`src/rtl/mem_arbiter_pkg.sv`:
```
// ---------------------------------------------------------------------------
// mem_arbiter_pkg
// Shared definitions for the IF/MEM memory-port arbiter:
//   - FSM state encodings (ARB_IDLE / ARB_FETCH / ARB_DATA / ARB_RESP)
//   - grant identifiers (GRANT_FETCH / GRANT_DATA)
//   - ARB_ERR_DATA, the word returned to a requester on a watchdog abort
//   - arb_pick(): the IDLE-state arbitration decision
// ---------------------------------------------------------------------------
package mem_arbiter_pkg;

    localparam logic [1:0] ARB_IDLE  = 2'd0;
    localparam logic [1:0] ARB_FETCH = 2'd1;
    localparam logic [1:0] ARB_DATA  = 2'd2;
    localparam logic [1:0] ARB_RESP  = 2'd3;

    localparam logic GRANT_FETCH = 1'b0;
    localparam logic GRANT_DATA  = 1'b1;

    localparam logic [31:0] ARB_ERR_DATA = 32'hDEADBEEF;

    // Data normally wins, except when both are pending and data had the last
    // grant: then fetch goes first. This bounds fetch starvation to one data
    // transaction.
    function automatic logic [1:0] arb_pick(input logic if_pending,
                                            input logic d_pending,
                                            input logic last_grant);
        logic [1:0] pick;
        pick = ARB_IDLE;
        if (if_pending && d_pending && (last_grant == GRANT_DATA)) begin
            pick = ARB_FETCH;
        end else if (d_pending) begin
            pick = ARB_DATA;
        end else if (if_pending) begin
            pick = ARB_FETCH;
        end
        return pick;
    endfunction

endpackage

```
`src/rtl/mem_arb_watchdog.sv`:
```
// ---------------------------------------------------------------------------
// mem_arb_watchdog
// Busy-cycle counter for the memory arbiter. Cleared by start (the edge that
// enters FETCH/DATA), incremented on every cycle without ack, saturating at
// TIMEOUT. expire is raised combinationally in the cycle whose end would
// bring the count to TIMEOUT, so the arbiter leaves the busy state after
// exactly TIMEOUT busy cycles.
// Ports:
//   clk, rst  clock, synchronous active-high reset
//   start     clear the counter (transaction granted)
//   ack       memory completion; holds the counter and masks expire
//   expire    abort request to the arbiter FSM
// ---------------------------------------------------------------------------
module mem_arb_watchdog #(
    parameter int TIMEOUT = 255
) (
    input  logic clk,
    input  logic rst,
    input  logic start,
    input  logic ack,
    output logic expire
);

    localparam int CW = (TIMEOUT < 2) ? 1 : $clog2(TIMEOUT + 1);

    logic [CW-1:0] cnt_reg;

    always_ff @(posedge clk) begin
        if (rst || start) begin
            cnt_reg <= '0;
        end else if (!ack && (cnt_reg != CW'(TIMEOUT))) begin
            cnt_reg <= cnt_reg + 1'b1;
        end
    end

    assign expire = !ack && (cnt_reg == CW'(TIMEOUT - 1));

endmodule

```
`src/rtl/mem_arbiter.sv`:
```
// ---------------------------------------------------------------------------
// mem_arbiter
// Shares one multi-cycle memory port between the instruction-fetch requester
// and the MEM-stage data requester. A 4-state FSM grants one requester at a
// time, holds mem_cs until mem_ack, then pulses the granted requester's ack
// for one cycle with the captured read word (0 for writes).
//
// Optional feature: define ARB_TIMEOUT_EN to add a watchdog that aborts a
// transaction after TIMEOUT busy cycles, returning ARB_ERR_DATA and setting
// the sticky timeout_err flag. Without it, timeout_err is tied to 0.
//
// Ports:
//   clk, rst                  clock, synchronous active-high reset
//   if_req/if_addr            fetch request level and address
//   if_rdata/if_ack/if_stall  fetch response, ack pulse, stall level
//   d_ren/d_wen/d_addr/d_wdata  data request levels, address, store data
//   d_rdata/d_ack/d_stall     data response, ack pulse, stall level
//   mem_cs/mem_we/mem_addr/mem_din  memory request (from latched registers)
//   mem_dout/mem_ack          memory response
//   timeout_err               sticky watchdog abort flag
// ---------------------------------------------------------------------------
module mem_arbiter
    import mem_arbiter_pkg::*;
#(
    parameter int ADDR_WIDTH = 32,
    parameter int DATA_WIDTH = 32,
    parameter int TIMEOUT    = 255
) (
    input  logic                  clk,
    input  logic                  rst,
    input  logic                  if_req,
    input  logic [ADDR_WIDTH-1:0] if_addr,
    output logic [DATA_WIDTH-1:0] if_rdata,
    output logic                  if_ack,
    output logic                  if_stall,
    input  logic                  d_ren,
    input  logic                  d_wen,
    input  logic [ADDR_WIDTH-1:0] d_addr,
    input  logic [DATA_WIDTH-1:0] d_wdata,
    output logic [DATA_WIDTH-1:0] d_rdata,
    output logic                  d_ack,
    output logic                  d_stall,
    output logic                  mem_cs,
    output logic                  mem_we,
    output logic [ADDR_WIDTH-1:0] mem_addr,
    output logic [DATA_WIDTH-1:0] mem_din,
    input  logic [DATA_WIDTH-1:0] mem_dout,
    input  logic                  mem_ack,
    output logic                  timeout_err
);

    logic [1:0]            state_reg;
    logic [1:0]            state_next;
    logic                  last_grant_reg;
    logic [ADDR_WIDTH-1:0] addr_reg;
    logic [DATA_WIDTH-1:0] wdata_reg;
    logic                  we_reg;
    logic [DATA_WIDTH-1:0] if_rdata_reg;
    logic [DATA_WIDTH-1:0] d_rdata_reg;
    logic                  if_ack_reg;
    logic                  d_ack_reg;

    logic                  d_req;
    logic                  busy;
    logic                  grant_start;
    logic                  expire;
    logic                  finish;
    logic                  abort;
    logic [DATA_WIDTH-1:0] resp_word;

    assign d_req = d_ren | d_wen;
    assign busy  = (state_reg == ARB_FETCH) || (state_reg == ARB_DATA);

    // ---------------------------------------------------------------- FSM
    always_comb begin
        state_next = state_reg;
        case (state_reg)
            ARB_IDLE:            state_next = arb_pick(if_req, d_req, last_grant_reg);
            ARB_FETCH, ARB_DATA: if (mem_ack || expire) state_next = ARB_RESP;
            ARB_RESP:            state_next = ARB_IDLE;
            default:             state_next = ARB_IDLE;
        endcase
    end

    assign grant_start = (state_reg == ARB_IDLE) && (state_next != ARB_IDLE);

    // A real mem_ack always takes precedence over a coincident expiry.
    assign finish    = busy && (mem_ack || expire);
    assign abort     = busy && !mem_ack && expire;
    assign resp_word = abort  ? DATA_WIDTH'(ARB_ERR_DATA) :
                       we_reg ? '0 : mem_dout;

    // ---------------------------------------------------------- watchdog
`ifdef ARB_TIMEOUT_EN
    logic timeout_err_reg;

    mem_arb_watchdog #(
        .TIMEOUT (TIMEOUT)
    ) u_watchdog (
        .clk    (clk),
        .rst    (rst),
        .start  (grant_start),
        .ack    (mem_ack),
        .expire (expire)
    );

    always_ff @(posedge clk) begin
        if (rst) begin
            timeout_err_reg <= 1'b0;
        end else if (abort) begin
            timeout_err_reg <= 1'b1;
        end
    end

    assign timeout_err = timeout_err_reg;
`else
    // No watchdog: busy states wait for mem_ack indefinitely. TIMEOUT is kept
    // in the expression so the parameter list is identical in both builds.
    assign expire      = 1'b0 && (TIMEOUT != 0);
    assign timeout_err = 1'b0;
`endif

    // -------------------------------------------------------- datapath
    always_ff @(posedge clk) begin
        if (rst) begin
            state_reg      <= ARB_IDLE;
            last_grant_reg <= GRANT_FETCH;
            addr_reg       <= '0;
            wdata_reg      <= '0;
            we_reg         <= 1'b0;
            if_rdata_reg   <= '0;
            d_rdata_reg    <= '0;
            if_ack_reg     <= 1'b0;
            d_ack_reg      <= 1'b0;
        end else begin
            state_reg  <= state_next;
            if_ack_reg <= 1'b0;
            d_ack_reg  <= 1'b0;

            // Latch the winning request so the memory sees stable values even
            // if the requester's inputs wander while it is stalled.
            if (grant_start) begin
                if (state_next == ARB_DATA) begin
                    addr_reg       <= d_addr;
                    wdata_reg      <= d_wdata;
                    we_reg         <= d_wen;
                    last_grant_reg <= GRANT_DATA;
                end else begin
                    addr_reg       <= if_addr;
                    wdata_reg      <= '0;
                    we_reg         <= 1'b0;
                    last_grant_reg <= GRANT_FETCH;
                end
            end

            if (finish) begin
                if (state_reg == ARB_FETCH) begin
                    if_rdata_reg <= resp_word;
                    if_ack_reg   <= 1'b1;
                end else begin
                    d_rdata_reg  <= resp_word;
                    d_ack_reg    <= 1'b1;
                end
            end
        end
    end

    assign mem_cs   = busy;
    assign mem_we   = busy & we_reg;
    assign mem_addr = addr_reg;
    assign mem_din  = wdata_reg;

    assign if_rdata = if_rdata_reg;
    assign if_ack   = if_ack_reg;
    assign d_rdata  = d_rdata_reg;
    assign d_ack    = d_ack_reg;

    assign if_stall = if_req & ~if_ack_reg;
    assign d_stall  = d_req & ~d_ack_reg;

endmodule

```
`config.mk`:
```
export PLATFORM = sky130hd
export DESIGN_NAME = mem_arbiter
export DESIGN_NICKNAME = d
export VERILOG_FILES = /design/src/rtl/mem_arbiter_pkg.sv /design/src/rtl/mem_arb_watchdog.sv /design/src/rtl/mem_arbiter.sv
export SDC_FILE = /design/constraint.sdc
export NUM_CORES = 1
export LEC_CHECK = 0
export ABC_AREA = 1
export BUFFER_PORTS_ARGS = -buffer_cell sky130_fd_sc_hd__clkbuf_2
export CAP_MARGIN = 20
export CORE_MARGIN = 2
export CORE_UTILIZATION = 42
export CTS_CLUSTER_DIAMETER = 60
export DETAILED_ROUTE_END_ITERATION = 8
export GPL_ROUTABILITY_DRIVEN = 0
export GPL_TIMING_DRIVEN = 0
export HOLD_SLACK_MARGIN = 0.05
export PLACE_DENSITY = 0.82
export RECOVER_POWER = 100
export SETUP_SLACK_MARGIN = 0.1
export SLEW_MARGIN = 20
export SYNTH_ARGS = -nofsm -noshare
export SYNTH_HDL_FRONTEND = slang
export SYNTH_HIERARCHICAL = 1
export SYNTH_SLANG_ARGS = --single-unit
```
`constraint.sdc`:
```
create_clock -name clk -period 1.5 [get_ports clk]
set_input_delay 0.45 -clock clk [delete_from_list [all_inputs] [get_ports clk]]
set_output_delay 0.45 -clock clk [all_outputs]
set_load 0.01 [all_outputs]
```
**Yosys cells after proc, flatten, opt, wreduce, memory -nomap -nowiden**

Index checks and enable logic that the tools add are counted.
Widths: inputs -> output; s select.

- Logic and storage cells: 44
- Output and inout bits: 135
- Register bits after elaboration: 134
- Input bits: 134

- Equality and inequality tests: 4
- Bitwise logic cells: 8
- Multiplexer cells: 12
- Reductions and logical operators: 11

Operators with widths:

| operator | number |
|---|---|
| $mux 32 | 3 |
| $eq 2x2->1 const B | 3 |
| $mux 2 | 3 |
| $pmux 2 s3 | 1 |
| $mux 1 | 5 |
| $logic_and 1x1->1 | 4 |
| $not 1->1 | 4 |
| $reduce_and 2->1 | 2 |
| $reduce_or 2->1 | 2 |
| $and 1x1->1 | 3 |
| $eq 2x1->1 const B | 1 |
| $logic_not 2->1 | 1 |
| $reduce_bool 2->1 | 1 |
| $logic_or 1x1->1 | 1 |
| $or 1x1->1 | 1 |

**Longest topological paths before layout**

Gate-level depths: netlist (run 1).

- Word-level depth: 7
- Depth in mapped cells: 12
- Gate-level depth less buffers: 11

**Least setup slack after synthesis (run 1)**

Ideal clock, no wire load.

- Kind: reg2reg
- Start point: register state_reg[0]
- End point: register addr_reg[0] (netlist: mem_addr[0])
- Path slack: -0.127 ns
- Stages on the path, launching flop included: 13
- Setup time: 0.109 ns
- Period minus slack after synthesis: 1.627 ns
- Arrival time: 1.519 ns
- Required time: 1.391 ns
- Buffers on the path: 1
- Cells stage by stage: dfxtp_1 inv_1 ha_1 nand2_1 nand2_1 nand2_1 nand2_2 nand3_2 buf_2 nand2_1 nand3_1 nand2_1 inv_1

- Cells in the longest elaborated chain, start to end: 5
- Elaborated cells on any way between the ends: 11
- Classes of those cells: 4 x eq/ne; 3 x mux; 4 x reduce/logical

RTL lines:

| element | RTL line | text |
|---|---|---|
| start, declared | mem_arbiter.sv:52 | `logic [1:0] state_reg;` |
| start signal, assigned | mem_arbiter.sv:136 | `state_reg <= state_next;` |
| $eq 2x1->1 or $eq 2x2->1 (tied branches) | mem_arbiter.sv:77 | `case (state_reg)` |
| $reduce_or 2->1 | mem_arbiter.sv:77 |  |
| $pmux 2 s3 | mem_arbiter.sv:77 |  |
| $eq 2x2->1 or $reduce_bool 2->1 (tied branches) | mem_arbiter.sv:143, mem_arbiter.sv:85 |  |
| $mux 32 or $logic_and 1x1->1 (tied branches) | mem_arbiter.sv:143, mem_arbiter.sv:85 |  |
| end signal, assigned | mem_arbiter.sv:144 | `addr_reg <= d_addr;` |
| end signal, assigned | mem_arbiter.sv:149 | `addr_reg <= if_addr;` |
| end, declared | mem_arbiter.sv:55 | `logic [ADDR_WIDTH-1:0] addr_reg;` |

Parallel ways exist; a longest one is shown, timed or not.
A chain may end at the register's enable or synchronous reset.

**Worst setup path after layout (run 1)**

- Start point: register state_reg[0]
- End point: register addr_reg[7] (netlist: mem_addr[7])

The elaborated chain is that of the path after synthesis.

==> metrics.md, run 1 <==
| Metric | Value |
|---|---|
| Drt pass-1 iters | `6` |
| Critical path class | `register to register` |
| CTS buffer count | `17` |
| Hold path start | `d_wdata[27]` |
| Hold WS | `265 ps` |
| Ant. Diodes | `0` |
| Final hold vios | `0` |
| Cell area after layout | `0.00930 mm^2` |
| Peak supply drop | `0.000715 V` |
| Max_slew headroom | `46.0%` |
| Critical path peak fanout | `8` |
| PwrDens | `1350 mW/mm^2` |
| Leak | `4.53 nW` |
| Crit-path most repeated cell | `nand2_4` |
| Post-synth top cells | `nand2_1, dfxtp_1, inv_1` |
| Syn_area_per_cell | `6.92 um^2` |
| Worst Skew | `7.76 ps` |
| Site Rows | `42` |
| Library cells used by synthesis | `18` |
| H-tree depth | `4` |
| Max Root-Sink Buffers | `2` |
| Mapped Nets | `952` |
| Via/cell ratio | `4.99` |
| WL per Instance | `15.8 um` |
| Simple-Gate Fraction of Synth Area | `27.5%` |
| Hold Path Depth | `3` |
| # DRC | `0` |
| Yosys reg bits | `134` |
| First-pass GRT wire length | `29100 um` |
| Mapped Area | `0.00565 mm^2` |
| Worst path required time | `1820 ps` |
| R2r setup slk | `-300 ps` |
| Worst slew pin tran | `810 ps` |
| Most frequent cell after synthesis | `nand2_1` |
| I/O pin total | `269` |
| Asr flop ratio synth | `0%` |
| DP Wirelength | `12900 um` |
| Final setup TNS | `-21840 ps` |
| Fraction of synthesized area in multiplexers | `0%` |
| Worst min-delay path category | `primary input to register` |
| Die width | `120 um` |
| Clock Tree Root | `clkbuf_16` |
| Largest family of logic cells by synthesized area | `simple AND/OR/NAND/NOR gates` |
| Max Cap Viol | `0` |
| Status | `complete, but fails checks` |
| Nets | `1280` |
| Clk sinks | `134` |
| Worst Reg-to-Reg Cells | `13` |
| Max Fclk | `0.556 GHz` |
| Unrepaired setup endpoints after global routing | `true` |
| DR vias | `6645` |
| Register area | `0.00270 mm^2` |
| # fillers | `1054` |
| CP Depth | `13` |
| Core Footprint | `0.0132 mm^2` |
| Area of the multi-input gates | `0.00313 mm^2` |
| Worst Path Arrival | `2110 ps` |
| Slew Viols, Final | `0` |
| Sequential area share after synthesis | `47.5%` |
| DRT iter0 DRCs | `423` |
| Total Power | `12.6 mW` |
| I/O Buffers | `266` |
| Starting Density | `42.8%` |
| Final WS setup | `-298 ps` |
| Ys Warns | `6` |
| CP endpoint kind | `register` |
| Post-route minimum period | `1800 ps` |
| Main flop type after synthesis | `dfxtp_1` |
| Total Routed Length | `21100 um` |
| Routed Antenna Nets | `0` |
| Crit-path cells | `inv_2 > ha_4 > buf_6 > nand2_8 > nand2_4 > nand2_4 > nand2_4 > nand3_4 > buf_6 > nand2_2 > nand3_2 > nand2_1 > inv_1` |
| Reg2reg start | `state_reg[0]` |
| Total global routing overflow | `0` |
| CP max-delay cell | `dfxtp_2` |
| Crit path max-delay family | `simple AND/OR/NAND/NOR gates` |
| Synth Area in XOR/XNOR | `0%` |
| Largest net degree at the start of global routing | `17` |
| CTS tree | `built` |
| Reg clk slew, reported paths | `60 ps` |
| Crit share post-route | `120%` |
| Initial antenna violation count | `0` |
| Area grow syn2layout | `64.6%` |
| DP Area | `0.00725 mm^2` |
| Endpoint, Worst Hold | `mem_din[27]` |
| Post-synthesis adder-cell area fraction | `0.443%` |
| Share of cells above drive strength 1 | `39.5%` |
| Worst-skew pair later-pin latency | `420 ps` |
| Failing checks | `negative setup slack` |
| Startpoint Class | `register` |
| Die area | `0.0144 mm^2` |
| Vias in the first global route | `6023` |
| Area contributors post-synth | `dfxtp_1, nand2_1, nand3_1` |
| GRT Util Overall | `25.4%` |
| Synth top area share | `47.5%` |
| Post-Syn Instances | `816` |
| CP peak stage delay | `330 ps` |
| Die H | `120 um` |
| EDFF count, synth | `0` |
| Worst Path Buf+Inv | `4` |
| R2R Path End | `mem_addr[7]` |
| Synth Area in Compound Gates | `11.9%` |
| Post-synth top area cell | `dfxtp_1` |
| Final-report setup violation count | `101` |
==> power breakdown <==
| group | leakage [nW] | internal (mW) | switching [mW] |
|---|---|---|---|
| Combinational | 3.17 | 1.88 | 2.53 |
| Clock | 0.257 | 2.31 | 1.52 |
| Sequential | 1.10 | 4.03 | 0.293 |
==> logic make-up after synthesis <==
| kind of cell | after synthesis |
|---|---|
| buf+inv | 168 |
| fa+ha+maj | 2 |
| simple gates | 377 |
| flops | 134 |
| other cells | 1 |
| compound gates | 134 |
==> worst reg2reg max path, stage by stage, from the launching register on <==
cell     delay (ps)
dfxtp_2         330
inv_2            40
ha_4            300
buf_6           120
nand2_8          50
nand2_4          70
nand2_4          60
nand2_4         100
nand3_4         180
buf_6           200
nand2_2          70
nand3_2          60
nand2_1          80
inv_1            40
==> metal layers <==
metal / wire length [um] / GRT usage (%)
met1: 8090 / 28.4
met3: 1590 / 7.75
met2: 10700 / 44.2
met4: 736 / 11.4
met5: 0 / 0
==> worst max path at each step <==
stage | to | startpoint
after CTS | mem_we | state_reg[0]
final | mem_addr[7] | state_reg[0]
after detailed placement | d_rdata[24] | state_reg[1]
after floorplan | mem_addr[0] | state_reg[0]
after global placement | d_rdata[24] | state_reg[1]
after global routing | mem_addr[27] | state_reg[0]
==> final cells by class <==
| type | instances | area share (%) |
|---|---|---|
| clock inverter | 8 | 0.834 |
| timing repair buffer | 310 | 19.0 |
| tap | 176 | 2.37 |
| multi-input combinational | 514 | 33.7 |
| sequential | 134 | 29.1 |
| clock buffer | 23 | 4.93 |
| buffer | 56 | 5.33 |
| inverter | 111 | 4.82 |
==> what timing repair did <==
item	CTS	global route
pin swaps	18	69
gates cloned	12	7
setup endpoints to repair	134	141
hold buffers	0	0
buffers inserted	16	9
gates resized for setup	108	268
==> metrics by stage <==
stage / std cells / worst slack, ps / utilization (%)
2_1_floorplan: 816 / 25.9 / -
3_3_place_gp: 1258 / -437 / 55.0
3_5_place_dp: 1258 / -399 / 55.0
4_1_cts: 1316 / -269 / 63.7
5_1_grt: 1332 / -387 / 70.5
6_report: 1332 / -298 / 70.5
==> cell usage in the layout (no fill, tap or decap), types with 20 or more instances in the layout <==
cell,n
a21oi_2,46
nand2_4,34
nand3_1,66
clkbuf_1,147
nand3_2,28
clkbuf_16,22
clkbuf_2,141
nor2_1,69
nand2_2,32
buf_6,28
inv_1,100
nor2_2,23
o21ai_1,34
nand2_1,107
a21oi_1,23
buf_4,20
dfxtp_1,121
o21ai_0,30
No activity file was read; power rests on OpenSTA's default activity.
==> inputs of run 2 (changes only) <==
Settings changed: TNS_END_PERCENT from default to 50.
==> metrics.md, run 2 (synthesized netlist as in run 1, its figures left out) <==
| Metric | Value |
|---|---|
| Status | `complete, but fails checks (unchanged)` |
| Failing checks | `negative setup slack (unchanged)` |
| Most common cell after layout, fill and taps aside | `clkbuf_2 (was clkbuf_1)` |
| WL per Instance | `15.2 um (was 15.8 um)` |
| Critical path class | `register to register (unchanged)` |
| I/O pin total | `269 (unchanged)` |
| DP Wirelength | `12900 um (about the same)` |
| Initial antenna violation count | `0 (unchanged)` |
| Peak supply drop | `0.000835 V (was 0.000715 V)` |
| Share of cells above drive strength 1 | `47.6% (was 39.5%)` |
| Worst Path Buf+Inv | `3 (was 4)` |
| Crit share post-route | `119% (was 120%)` |
| Worst path required time | `1800 ps (was 1820 ps)` |
| CP max-delay cell | `ha_4 (was dfxtp_2)` |
| Clock Tree Root | `clkbuf_16 (unchanged)` |
| Max_slew headroom | `51.8% (was 46.0%)` |
| DRT iter0 DRCs | `389 (was 423)` |
| Max Fclk | `0.561 GHz (was 0.556 GHz)` |
| Nets | `1265 (was 1280)` |
| Cts hold-fix bufs | `0 (unchanged)` |
| Critical path peak fanout | `8 (unchanged)` |
| H-tree depth | `4 (unchanged)` |
| Die width | `120 um (unchanged)` |
| Core Footprint | `0.0132 mm^2 (unchanged)` |
| Die area | `0.0144 mm^2 (unchanged)` |
| PwrDens | `1380 mW/mm^2 (was 1350 mW/mm^2)` |
| Max Root-Sink Buffers | `2 (unchanged)` |
| Crit path max-delay family | `simple AND/OR/NAND/NOR gates (unchanged)` |
| Unrepaired setup endpoints after global routing | `true (unchanged)` |
| Final Util | `69.7% (was 70.5%)` |
| Final hold vios | `0 (unchanged)` |
| DR vias | `6554 (was 6645)` |
| # DRC | `0 (unchanged)` |
| Die H | `120 um (unchanged)` |
| Starting Density | `42.8% (unchanged)` |
| Worst Path Arrival | `2080 ps (was 2110 ps)` |
| Slew Viols, Final | `0 (unchanged)` |
| Reg clk slew, reported paths | `60 ps (about the same)` |
| Worst-skew pair later-pin latency | `410 ps (was 420 ps)` |
| Via/cell ratio | `4.98 (was 4.99)` |
| Post-route minimum period | `1780 ps (was 1800 ps)` |
| Total Routed Length | `20000 um (was 21100 um)` |
| Most frequent cells in the layout | `clkbuf_2, dfxtp_1, nand2_1, inv_1, nor2_1 (was clkbuf_1, clkbuf_2, dfxtp_1, nand2_1, inv_1)` |
| Site Rows | `42 (unchanged)` |
| Total global routing overflow | `0 (unchanged)` |
| Largest net degree at the start of global routing | `17 (unchanged)` |
| Final setup TNS | `-11810 ps (was -21840 ps)` |
| CP peak stage delay | `340 ps (was 330 ps)` |
| Final-report setup violation count | `70 (was 101)` |
| Worst min-delay path category | `primary input to register (unchanged)` |
| Routed Antenna Nets | `0 (unchanged)` |
| First-pass GRT wire length | `29400 um (was 29100 um)` |
| GRT Util Overall | `25.3% (was 25.4%)` |
| Worst Skew | `8.46 ps (was 7.76 ps)` |
| Leak | `4.74 nW (was 4.53 nW)` |
| Placement Setup Slack | `-394 ps (was -399 ps)` |
| Drt pass-1 iters | `5 (was 6)` |
| Area grow syn2layout | `62.7% (was 64.6%)` |
| CP endpoint kind | `register (unchanged)` |
| Worst slew pin tran | `722 ps (was 810 ps)` |
| Max Cap Viol | `0 (unchanged)` |
| # fillers | `1022 (was 1054)` |
| Ant. Diodes | `0 (unchanged)` |
| Crit-path cells | `inv_2 > ha_4 > nand2_8 > nand2_4 > nand2_4 > nand2_8 > nand3_4 > buf_6 > nand2_2 > nand3_2 > nand2_1 > inv_1 (was inv_2 > ha_4 > buf_6 > nand2_8 > nand2_4 > nand2_4 > nand2_4 > nand3_4 > buf_6 > nand2_2 > nand3_2 > nand2_1 > inv_1)` |
| CTS tree | `built (unchanged)` |
| Clk sinks | `134 (unchanged)` |
| Startpoint Class | `register (unchanged)` |
| Vias in the first global route | `6195 (was 6023)` |
| Final WS setup | `-282 ps (was -298 ps)` |
| I/O Buffers | `266 (unchanged)` |
| CTS buffer count | `17 (unchanged)` |
-- run 2: worst paths after layout --
check | startpoint | to | slack [ps] | cells after the start
max | state_reg[1] | mem_addr[14] | -280 | 12
min | d_wdata[5] | mem_din[5] | 280 | 3
max reg2reg | state_reg[1] | mem_addr[14] | -280 | 12
min reg2reg | mem_din[12] | mem_din[12] | 460 | 2
-- run 2: metal layers --
metal / up-vias / track usage (%) / wire length, um
met3: 55 / 6.51 / 1440
met4: 0 / 11.2 / 662
met5: - / 0 / 0
met2: 295 / 44.4 / 10000
li1: 3186 / - / -
met1: 3018 / 28.9 / 7870
-- run 2: repair_timing --
action | in CTS | in global routing
pin swaps | 55 | 52
setup endpoints to repair | 134 | 140
resized for setup | 210 | 131
setup buffers | 13 | 6
gates cloned | 8 | 2
-- run 2: area by class of cell --
class	count	area [um^2]	area share (%)
repair buffers	294	1670	18.1
flip-flops and latches	134	2690	29.2
multi-input cells	514	3120	34.0
clock buffers	21	460	5.01
plain buffers	57	467	5.08
clock inverters	10	121	1.32
inverters	111	444	4.83
well taps	176	220	2.40
-- run 2: tightest hold or removal path: stages --
cell	delay (ps)
clkbuf_2	80
nand2_1	50
a21oi_1	60
-- run 2: through the flow --
stage                     instances  instance area, um^2  total power, mW  hold slack (ps)
after CTS                      1310                 8630             12.2              261
after global placement         1258                 7240             7.25              447
after floorplan                 816                 5690             6.18              483
final                          1317                 9190             12.7              276
after global routing           1317                 9190             13.3              276
after detailed placement       1258                 7240             7.30              450
-- run 2: power by group --
part / leakage (nW) / switching (mW) / internal, mW
Sequential: 1.10 / 0.274 / 4.02
Clock: 0.273 / 1.57 / 2.54
Combinational: 3.37 / 2.52 / 1.80
==> inputs of run 3 (changes only) <==
Settings changed: PLACE_DENSITY 0.82 to 0.75.
==> metrics.md, run 3 (synthesized netlist as in run 1, its figures left out) <==
| Metric | Value |
|---|---|
| Sw Pwr | `4.17 mW (was 4.36 mW)` |
| I/O pin total | `269 (unchanged)` |
| Area grow syn2layout | `58.2% (was 62.7%)` |
| Starting Density | `42.8% (unchanged)` |
| Final WS setup | `-239 ps (was -282 ps)` |
| # DRC | `0 (unchanged)` |
| Core Footprint | `0.0132 mm^2 (unchanged)` |
| GRT Util Overall | `24.5% (was 25.3%)` |
| Max Cap Viol | `0 (unchanged)` |
| DRT iter0 DRCs | `338 (was 389)` |
| Endpoint, Worst Hold | `mem_din[25] (was mem_din[5])` |
| Initial antenna violation count | `0 (unchanged)` |
| Drt pass-1 iters | `5 (unchanged)` |
| Worst Path Arrival | `1290 ps (was 2080 ps)` |
| Worst min-delay path category | `primary input to register (unchanged)` |
| Final-report setup violation count | `100 (was 70)` |
| Leak | `4.27 nW (was 4.74 nW)` |
| Max Fclk | `0.575 GHz (was 0.561 GHz)` |
| # fillers | `1211 (was 1022)` |
| Worst slew pin tran | `720 ps (was 722 ps)` |
| Register area | `0.00269 mm^2 (about the same)` |
| DP Area | `0.00724 mm^2 (unchanged)` |
| Switch share | `33.5% (was 34.3%)` |
| Most frequent cells in the layout | `clkbuf_1, clkbuf_2, dfxtp_1, nand2_1, inv_1 (was clkbuf_2, dfxtp_1, nand2_1, inv_1, nor2_1)` |
| Cell area after layout | `0.00894 mm^2 (was 0.00919 mm^2)` |
| Unrepaired setup endpoints after global routing | `true (unchanged)` |
| Worst-skew pair later-pin latency | `410 ps (about the same)` |
| Ant. Diodes | `0 (unchanged)` |
| CP max-delay cell | `dfxtp_2 (was ha_4)` |
| Reg clk slew, reported paths | `60 ps (about the same)` |
| Vias in the first global route | `5824 (was 6195)` |
| Worst Path Buf+Inv | `3 (unchanged)` |
| R2r setup slk | `-220 ps (was -280 ps)` |
| Max Root-Sink Buffers | `2 (unchanged)` |
| Via/cell ratio | `4.88 (was 4.98)` |
| Area of the multi-input gates | `0.00301 mm^2 (was 0.00312 mm^2)` |
| Cts hold-fix bufs | `0 (unchanged)` |
| Placement Setup Slack | `-367 ps (was -394 ps)` |
| Crit path max-delay family | `flip-flops (was simple AND/OR/NAND/NOR gates)` |
| H-tree depth | `4 (unchanged)` |
| Largest net degree at the start of global routing | `17 (unchanged)` |
| Worst path required time | `1050 ps (was 1800 ps)` |
| I/O Buffers | `266 (unchanged)` |
| Die width | `120 um (unchanged)` |
| Total Routed Length | `19400 um (was 20000 um)` |
| Comb pwr share | `31.7% (was 34.0%)` |
| Status | `complete, but fails checks (unchanged)` |
| Routed Antenna Nets | `0 (unchanged)` |
| CP endpoint kind | `output port (was register)` |
| Crit-path cells | `inv_2 > ha_4 > nand2_2 > inv_2 > buf_6 (was inv_2 > ha_4 > nand2_8 > nand2_4 > nand2_4 > nand2_8 > nand3_4 > buf_6 > nand2_2 > nand3_2 > nand2_1 > inv_1)` |
| CTS buffer count | `17 (unchanged)` |
| Max_slew headroom | `52.0% (was 51.8%)` |
| Slew Viols, Final | `0 (unchanged)` |
| Hold Path Depth | `3 (unchanged)` |
| CTS tree | `built (unchanged)` |
| Worst Skew | `9.80 ps (was 8.46 ps)` |
| Die area | `0.0144 mm^2 (unchanged)` |
| Internal power | `8.26 mW (was 8.36 mW)` |
| Hold path start | `d_wdata[25] (was d_wdata[5])` |
| Hold WS | `276 ps (about the same)` |
| DR vias | `6432 (was 6554)` |
| Site Rows | `42 (unchanged)` |
| Inst Count DP | `1258 (unchanged)` |
| Crit share post-route | `116% (was 119%)` |
| Clk sinks | `134 (unchanged)` |
| Final std cells w/o fill | `1317 (unchanged)` |
| WL per Instance | `14.7 um (was 15.2 um)` |
| Failing checks | `negative setup slack (unchanged)` |
| Clock power share | `33.9% (was 32.3%)` |
| Crit-path most repeated cell | `inv_2` |
| Final hold vios | `0 (unchanged)` |
| Clock Tree Root | `clkbuf_16 (unchanged)` |
| Total global routing overflow | `0 (unchanged)` |
| Peak supply drop | `0.000761 V (was 0.000835 V)` |
| CP peak stage delay | `340 ps (about the same)` |
| Nets | `1264 (was 1265)` |
| Reg2reg start | `state_reg[1] (unchanged)` |
| Sequential share of power | `34.4% (was 33.8%)` |
| Final setup TNS | `-11820 ps (was -11810 ps)` |
| Share of cells above drive strength 1 | `35.6% (was 47.6%)` |
| R2R Path End | `if_rdata[29] (was mem_addr[14])` |
| Die H | `120 um (unchanged)` |
| DP Wirelength | `12700 um (was 12900 um)` |
| Worst Reg-to-Reg Cells | `10 (was 12)` |
| First-pass GRT wire length | `28300 um (was 29400 um)` |
| Critical path class | `register to output port (was register to register)` |
| Startpoint Class | `register (unchanged)` |
| Most common cell after layout, fill and taps aside | `clkbuf_1 (was clkbuf_2)` |
| PwrDens | `1390 mW/mm^2 (was 1380 mW/mm^2)` |
| Critical path peak fanout | `5 (was 8)` |
| Post-route minimum period | `1740 ps (was 1780 ps)` |
## run 3: cell count changes in the layout (fill, tap and decap cells not counted), sizes merged
| cell | change |
|---|---|
| clkinv | +4 |
| clkbuf | +3 |
| inv | -3 |
| bufinv | +1 |
| buf | -5 |
## run 3: timing repair
item,4_1_cts,5_1_grt
pin swaps,31,58
setup buffers,12,7
gates cloned,9,2
setup endpoints to repair,133,141
gates resized for setup,159,154
## run 3: power by group through the flow
stage	clock (mW)	sequential, mW	combinational [mW]
detailed placement	0	4.32	2.97
finish	4.21	4.28	3.94
global placement	0	4.31	2.94
global route	4.45	4.32	4.27
CTS	4.27	4.27	3.62
floorplan	0	4.51	1.68
## run 3: how the worst max path moves through the flow
stage / from / to / slack (ps) / depth (start not counted)
after global placement: state_reg[1] / d_rdata[23] / -330 / 8
after CTS: state_reg[0] / mem_we / -270 / 5
after global routing: state_reg[0] / mem_we / -300 / 5
after floorplan: state_reg[0] / mem_addr[0] / 30 / 12
after detailed placement: state_reg[1] / d_rdata[23] / -370 / 8
final: state_reg[0] / mem_we / -240 / 5
## run 3: worst register-to-register path, stage by stage, from the launching register on
cell        delay, ps
dfxtp_2           330
inv_2              50
ha_4              270
nand2_4            90
buf_6             100
clkinvlp_4        160
nand2_4           160
buf_4             130
buf_8             110
nand2_2            70
a21oi_2           160
## run 3: per-stage QoR
| step | power, mW | util [%] |
|---|---|---|
| 2_1_floorplan | 6.18 | - |
| 3_3_place_gp | 7.25 | 54.9 |
| 3_5_place_dp | 7.29 | 54.9 |
| 4_1_cts | 12.2 | 64.8 |
| 5_1_grt | 13.0 | 67.8 |
| 6_report | 12.4 | 67.8 |
## run 3: routing by layer
metal | part of all wire (%) | global-route usage (%) | vias to the layer above
met2 | 50 | 42.8 | 244
met4 | 2.2 | 9.49 | 0
met1 | 41 | 28.6 | 2965
met3 | 6.5 | 6.27 | 36
met5 | 0 | 0 | -
li1 | - | - | 3187
## run 3: area by class of cell
class | instances | share of cell area [%]
buffer | 56 | 5.12
clock buffer | 20 | 5.00
clock inverter | 12 | 1.72
inverter | 111 | 4.87
multi-input combinational | 514 | 33.7
sequential | 134 | 30.0
tap | 176 | 2.46
timing repair buffer | 294 | 17.1
